$ cat src/rtl/toggle_gen.sv
// rtl/toggle_gen.sv - programmable square-wave generator with start/stop and done pulse
module toggle_gen #(
  parameter int CNT_W = 16,
  parameter int NUM_W = 8
) (
  input  logic             clk,
  input  logic             rst,
  input  logic             start,
  input  logic [CNT_W-1:0] half_period,
  input  logic [NUM_W-1:0] num_toggles,
  input  logic             init_level,
  input  logic             stop,
  output logic             outA,
  output logic             busy,
  output logic             done,
  output logic             tgl
);

  typedef enum logic {
    IDLE = 1'b0,
    RUN  = 1'b1
  } state_t;

  localparam logic [CNT_W-1:0] CNT_ONE = {{(CNT_W-1){1'b0}}, 1'b1};
  localparam logic [NUM_W-1:0] NUM_ONE = {{(NUM_W-1){1'b0}}, 1'b1};

  state_t           state, state_nxt;
  logic [CNT_W-1:0] h_q, h_nxt;
  logic [NUM_W-1:0] n_q, n_nxt;
  logic [CNT_W-1:0] cnt_q, cnt_nxt;
  logic [NUM_W-1:0] tcnt_q, tcnt_nxt;
  logic             out_nxt;
  logic             busy_nxt;
  logic             done_nxt;
  logic             tgl_nxt;

  // Comparisons against H-1 and N-1 (rather than H and N) keep both
  // counters inside their range even at the all-ones parameter values.
  logic             half_end;
  logic             last_toggle;
  assign half_end    = (cnt_q == (h_q - CNT_ONE));
  assign last_toggle = (tcnt_q == (n_q - NUM_ONE));

  // State and output registers; every output is a flop, so no input reaches an output combinationally.
  always_ff @(posedge clk) begin
    if (rst) begin
      state  <= IDLE;
      h_q    <= CNT_ONE;
      n_q    <= '0;
      cnt_q  <= '0;
      tcnt_q <= '0;
      outA   <= 1'b0;
      busy   <= 1'b0;
      done   <= 1'b0;
      tgl    <= 1'b0;
    end else begin
      state  <= state_nxt;
      h_q    <= h_nxt;
      n_q    <= n_nxt;
      cnt_q  <= cnt_nxt;
      tcnt_q <= tcnt_nxt;
      outA   <= out_nxt;
      busy   <= busy_nxt;
      done   <= done_nxt;
      tgl    <= tgl_nxt;
    end
  end

  // Next-state and next-output logic; strobes default low, everything else holds.
  always_comb begin
    state_nxt = state;
    h_nxt     = h_q;
    n_nxt     = n_q;
    cnt_nxt   = cnt_q;
    tcnt_nxt  = tcnt_q;
    out_nxt   = outA;
    busy_nxt  = busy;
    done_nxt  = 1'b0;
    tgl_nxt   = 1'b0;

    unique case (state)
      IDLE: begin
        // stop is ignored here; outA keeps its last level until a new run.
        if (start) begin
          h_nxt    = (half_period == '0) ? CNT_ONE : half_period;
          n_nxt    = num_toggles;
          out_nxt  = init_level;
          cnt_nxt  = '0;
          tcnt_nxt = '0;
          if (num_toggles != '0) begin
            state_nxt = RUN;
            busy_nxt  = 1'b1;
          end else begin
            // A zero-length run completes immediately without entering RUN.
            done_nxt = 1'b1;
          end
        end
      end

      RUN: begin
        // start is ignored here so the latched H and N are never disturbed.
        if (stop) begin
          // Abort wins over a toggle due on the same edge; outA freezes.
          state_nxt = IDLE;
          busy_nxt  = 1'b0;
        end else if (half_end) begin
          out_nxt  = ~outA;
          tgl_nxt  = 1'b1;
          cnt_nxt  = '0;
          tcnt_nxt = tcnt_q + NUM_ONE;
          if (last_toggle) begin
            state_nxt = IDLE;
            busy_nxt  = 1'b0;
            done_nxt  = 1'b1;
          end
        end else begin
          cnt_nxt = cnt_q + CNT_ONE;
        end
      end

      default: begin
        state_nxt = IDLE;
        busy_nxt  = 1'b0;
      end
    endcase
  end

endmodule

$ cat config.mk
export PLATFORM = sky130hd
export DESIGN_NAME = toggle_gen
export DESIGN_NICKNAME = d
export VERILOG_FILES = /design/src/rtl/toggle_gen.sv
export SDC_FILE = /design/constraint.sdc
export NUM_CORES = 1
export LEC_CHECK = 0
export ABC_CLOCK_PERIOD_IN_PS = 3600
export CORE_MARGIN = 5
export CORE_UTILIZATION = 27
export CTS_BUF_LIST = sky130_fd_sc_hd__clkbuf_8
export CTS_CLUSTER_SIZE = 28
export DETAILED_ROUTE_END_ITERATION = 12
export HOLD_SLACK_MARGIN = 0.12
export MAX_ROUTING_LAYER = met4
export PLACE_DENSITY_LB_ADDON = 0.3
export REMOVE_ABC_BUFFERS = 1
export SLEW_MARGIN = 20
export SYNTH_ARGS = -nofsm -noshare
export SYNTH_HDL_FRONTEND = slang
export SYNTH_SLANG_ARGS = --single-unit
export TNS_END_PERCENT = 1
$ cat constraint.sdc
create_clock -name clk -period 3.6 [get_ports clk]
set_input_delay 0.54 -clock clk [delete_from_list [all_inputs] [get_ports clk]]
set_output_delay 0.54 -clock clk [all_outputs]
set_load 0.02 [all_outputs]
==> flow_summary.rst <==
.. list-table::
   :header-rows: 1

   * - Metric
     - Value
   * - Reg2Reg Launch Point
     - h_q[4]$_SDFFE_PP0P_
   * - Final clock skew
     - 0.00537 ns
   * - Number of flops mapped to enable cells by yosys
     - 0
   * - Worst max-slew margin expressed relative to the limit
     - 61.9%
   * - CTS clk-pin slew, worst paths
     - 0.09 ns
   * - Maximum clock frequency
     - 0.318 GHz
   * - Count of buffers from port buffering
     - 32
   * - Total of warnings raised by yosys
     - 0
   * - Fraction of synthesized cell area taken by the top area cell type
     - 36.1%
   * - Post-synthesis cell count
     - 346
   * - Minimum clock period
     - 3.14 ns
   * - Power per Cell Area
     - 346 nW/um^2
   * - # hold bufs at CTS
     - 0
   * - # Post-CTS Setup Buffers
     - 0
   * - Leakage component of the power
     - 1.20 nW
   * - Clock tree from TritonCTS
     - done
   * - Pre-Repair DR Iteration Count
     - 4
   * - Vias in the first global route
     - 2,558
   * - Largest net degree at the start of global routing
     - 20
   * - Outcome
     - completed
   * - Worst setup SP type
     - flop
   * - Worst min-delay path startpoint
     - outA$_SDFFE_PP0P_
   * - Arrival time reported for the critical path endpoint
     - 3.38 ns
   * - R2R setup slack
     - 0.46 ns
   * - Cell taking the most area after synthesis
     - dfxtp_1
   * - Clock Tree Buf Depth
     - 2
   * - RR Endpoint
     - outA$_SDFFE_PP0P_
   * - Std cell rows
     - 38
   * - Utilization after layout
     - 32.2%
   * - Diodes inserted
     - 0
   * - # clock sinks
     - 53
   * - Post-synthesis to final-layout area growth
     - 17.7%
   * - # DRC
     - 0
   * - Average detailed-routed wire length per instance
     - 15.0 um
   * - Number of DRC violations after detailed-routing iteration 0
     - 166
   * - Gr usage total
     - 12.6%
   * - Wire length of the first global-routing pass
     - 13.1 mm
   * - Post-detailed-placement half-perimeter wirelength
     - 5.83 mm
   * - Final WS setup
     - 0.458 ns
   * - Actual transition at the worst max-transition pin
     - 0.566 ns
   * - Total number of vias
     - 2,601
   * - Number of gates resized after CTS
     - 0
   * - Die ar.
     - 13,100 sq um
   * - I/O pin cnt
     - 33
   * - Fraction of the yosys area taken by sequential cells
     - 36.1%
   * - Number of hold violations in the final report
     - 0
   * - Leading cell types in the layout, fill and taps excluded
     - 53 x dfxtp_1, 38 x nor2_1, 32 x clkdlybuf4s50_1
   * - Kind of critical path
     - reg2reg
   * - Critical path fanouts, max
     - 13
   * - Critical path capture point type
     - flop
   * - Skew-Pair Late Insertion Delay
     - 0.31 ns
   * - Synth top area cells
     - dfxtp_1 36%, xor2_1 6.6%, a22o_1 5.7%
   * - Root cell of the clock tree
     - clkbuf_8
   * - Peak supply drop
     - 139 uV
   * - Ratio of final minimum period to clock period
     - 87.3%
   * - Share of cells above drive strength 1
     - 3.77%
   * - Final number of max-transition violations
     - 0
   * - Longest individual stage delay on the worst path
     - 0.68 ns
   * - Commonest non-fill, non-tap cell in the layout
     - dfxtp_1
   * - Die X-Extent
     - 114 um
   * - Initial antenna violation count
     - 0
   * - Effective utilization at floorplan
     - 27.4%
   * - Maximum Capacitance Violations
     - 0
   * - RePlAce Congestion
     - 0.855
   * - Worst path buffer plus inverter count
     - 0
   * - # H-tree levels
     - 2
   * - Netlist cell types
     - 50
   * - Final WL
     - 7.67 mm
   * - Fillcell total
     - 1,191
   * - Pre-CTS WS
     - 0.493 ns
   * - Worst path slowest cell
     - or4_1
   * - Ratio of routed vias to standard cells
     - 5.09
   * - Primary FF master, synth
     - dfxtp_1
   * - Num CTS Buffers
     - 5
   * - Cell-by-cell listing of the critical path
     - or4_1 -> a2111o_1 -> a21oi_1 -> nor2_1 -> o41a_1 -> or4_1 -> a21oi_1
   * - Flip-flop and latch count after synthesis
     - 53
   * - Required time of the critical path
     - 3.83 ns
   * - Dominant delay contributor by cell family on the critical path
     - compound AO/OA/AOI/OAI gates
   * - Logic depth of the worst path, buffers included
     - 7
   * - Average instance area after synthesis
     - 8.49 sq um
   * - Depth of the worst register-to-register path
     - 7
   * - Classification of the worst-slack hold path
     - reg2reg
   * - FFs w/ async S/R, synth
     - 0%
   * - TNS Setup
     - 0 ns
   * - Hold path depth
     - 2
   * - Vertical die dimension
     - 114 um
   * - Setup repair after global routing missed its margin
     - false
   * - GRT Residual Overflow
     - 0
   * - Final setup violation count
     - 0
   * - Post-synthesis cell area
     - 2940 sq um
   * - Antenna-violating nets left
     - 0
   * - Final net count
     - 405
   * - Worst min-delay path endpoint
     - outA$_SDFFE_PP0P_
   * - Area of the core region
     - 10,700 sq um
==> metrics by stage <==
stage                     hold slack, ns  power, mW  instances  cell area (sq um)
after CTS                          0.491       1.21        511               3460
after global placement             0.481      0.887        505               3380
after floorplan                    0.463      0.791        328               2850
final                              0.492       1.20        511               3460
after global routing               0.519       1.27        511               3460
after detailed placement           0.477      0.888        505               3380
==> how the worst max path moves through the flow <==
stage | from | endpoint | slack [ns]
after floorplan | h_q[0]$_SDFFE_PP1P_ | tcnt_q[6]$_SDFFE_PP0P_ | 0.81
after global placement | h_q[4]$_SDFFE_PP0P_ | outA$_SDFFE_PP0P_ | 0.53
after detailed placement | h_q[4]$_SDFFE_PP0P_ | outA$_SDFFE_PP0P_ | 0.49
after CTS | h_q[4]$_SDFFE_PP0P_ | outA$_SDFFE_PP0P_ | 0.48
after global routing | h_q[8]$_SDFFE_PP0P_ | tcnt_q[6]$_SDFFE_PP0P_ | 0.21
final | h_q[4]$_SDFFE_PP0P_ | outA$_SDFFE_PP0P_ | 0.46
==> registers in the layout (all words and copies together) (netlist names) <==
register	count
tcnt_q	8
state	1
cnt_q	16
done	1
tgl	1
h_q	16
n_q	8
outA	1
busy	1
==> layer usage <==
metal,GRT usage (%),part of all wire (%),vias up
li1,-,-,1323
met1,17.3,50,1237
met2,19.4,46,33
met3,2.01,2.5,8
met4,3.48,1.4,0
met5,-,0,-
==> logic make-up after synthesis <==
kind of cell | synth area share, %
buf+inv | 4.38
mux | 1.02
xor+xnor | 12.2
fa+ha+maj | 1.70
simple gates | 26.4
flops | 36.1
compound gates | 18.2
==> power breakdown <==
part	internal [mW]	switching (mW)	leakage, nW
clock network	0.129	0.193	0.0399
registers	0.608	0.0341	0.432
logic	0.109	0.124	0.727
total	0.846	0.351	1.20
==> cell usage after synthesis (8+ instances only) <==
library cell	n
a21oi_1	11
a22o_1	19
clkbuf_1	12
dfxtp_1	53
inv_1	11
nand2_1	18
nand3_1	12
nand4_1	11
nor2_1	38
nor3_1	10
nor4_1	12
o21ai_0	10
or4_1	8
xnor2_1	19
xor2_1	22
==> area by class of cell <==
| cell class | count | area [sq um] | share of cell area, % |
|---|---|---|---|
| repair buffers | 37 | 358 | 10.3 |
| well taps | 140 | 175 | 5.07 |
| inverters | 11 | 41.3 | 1.19 |
| clock buffers | 5 | 68.8 | 1.99 |
| multi-input cells | 264 | 1750 | 50.6 |
| clock inverters | 1 | 5.00 | 0.145 |
| flip-flops and latches | 53 | 1060 | 30.7 |
==> worst reg2reg max path, cell delays in order (launching register included) <==
cell and delay, ns:
dfxtp_1 0.41, or4_1 0.68, a2111o_1 0.38, a21oi_1 0.20
nor2_1 0.09, o41a_1 0.63, or4_1 0.53, a21oi_1 0.16
(Power assumes the default switching activity.)
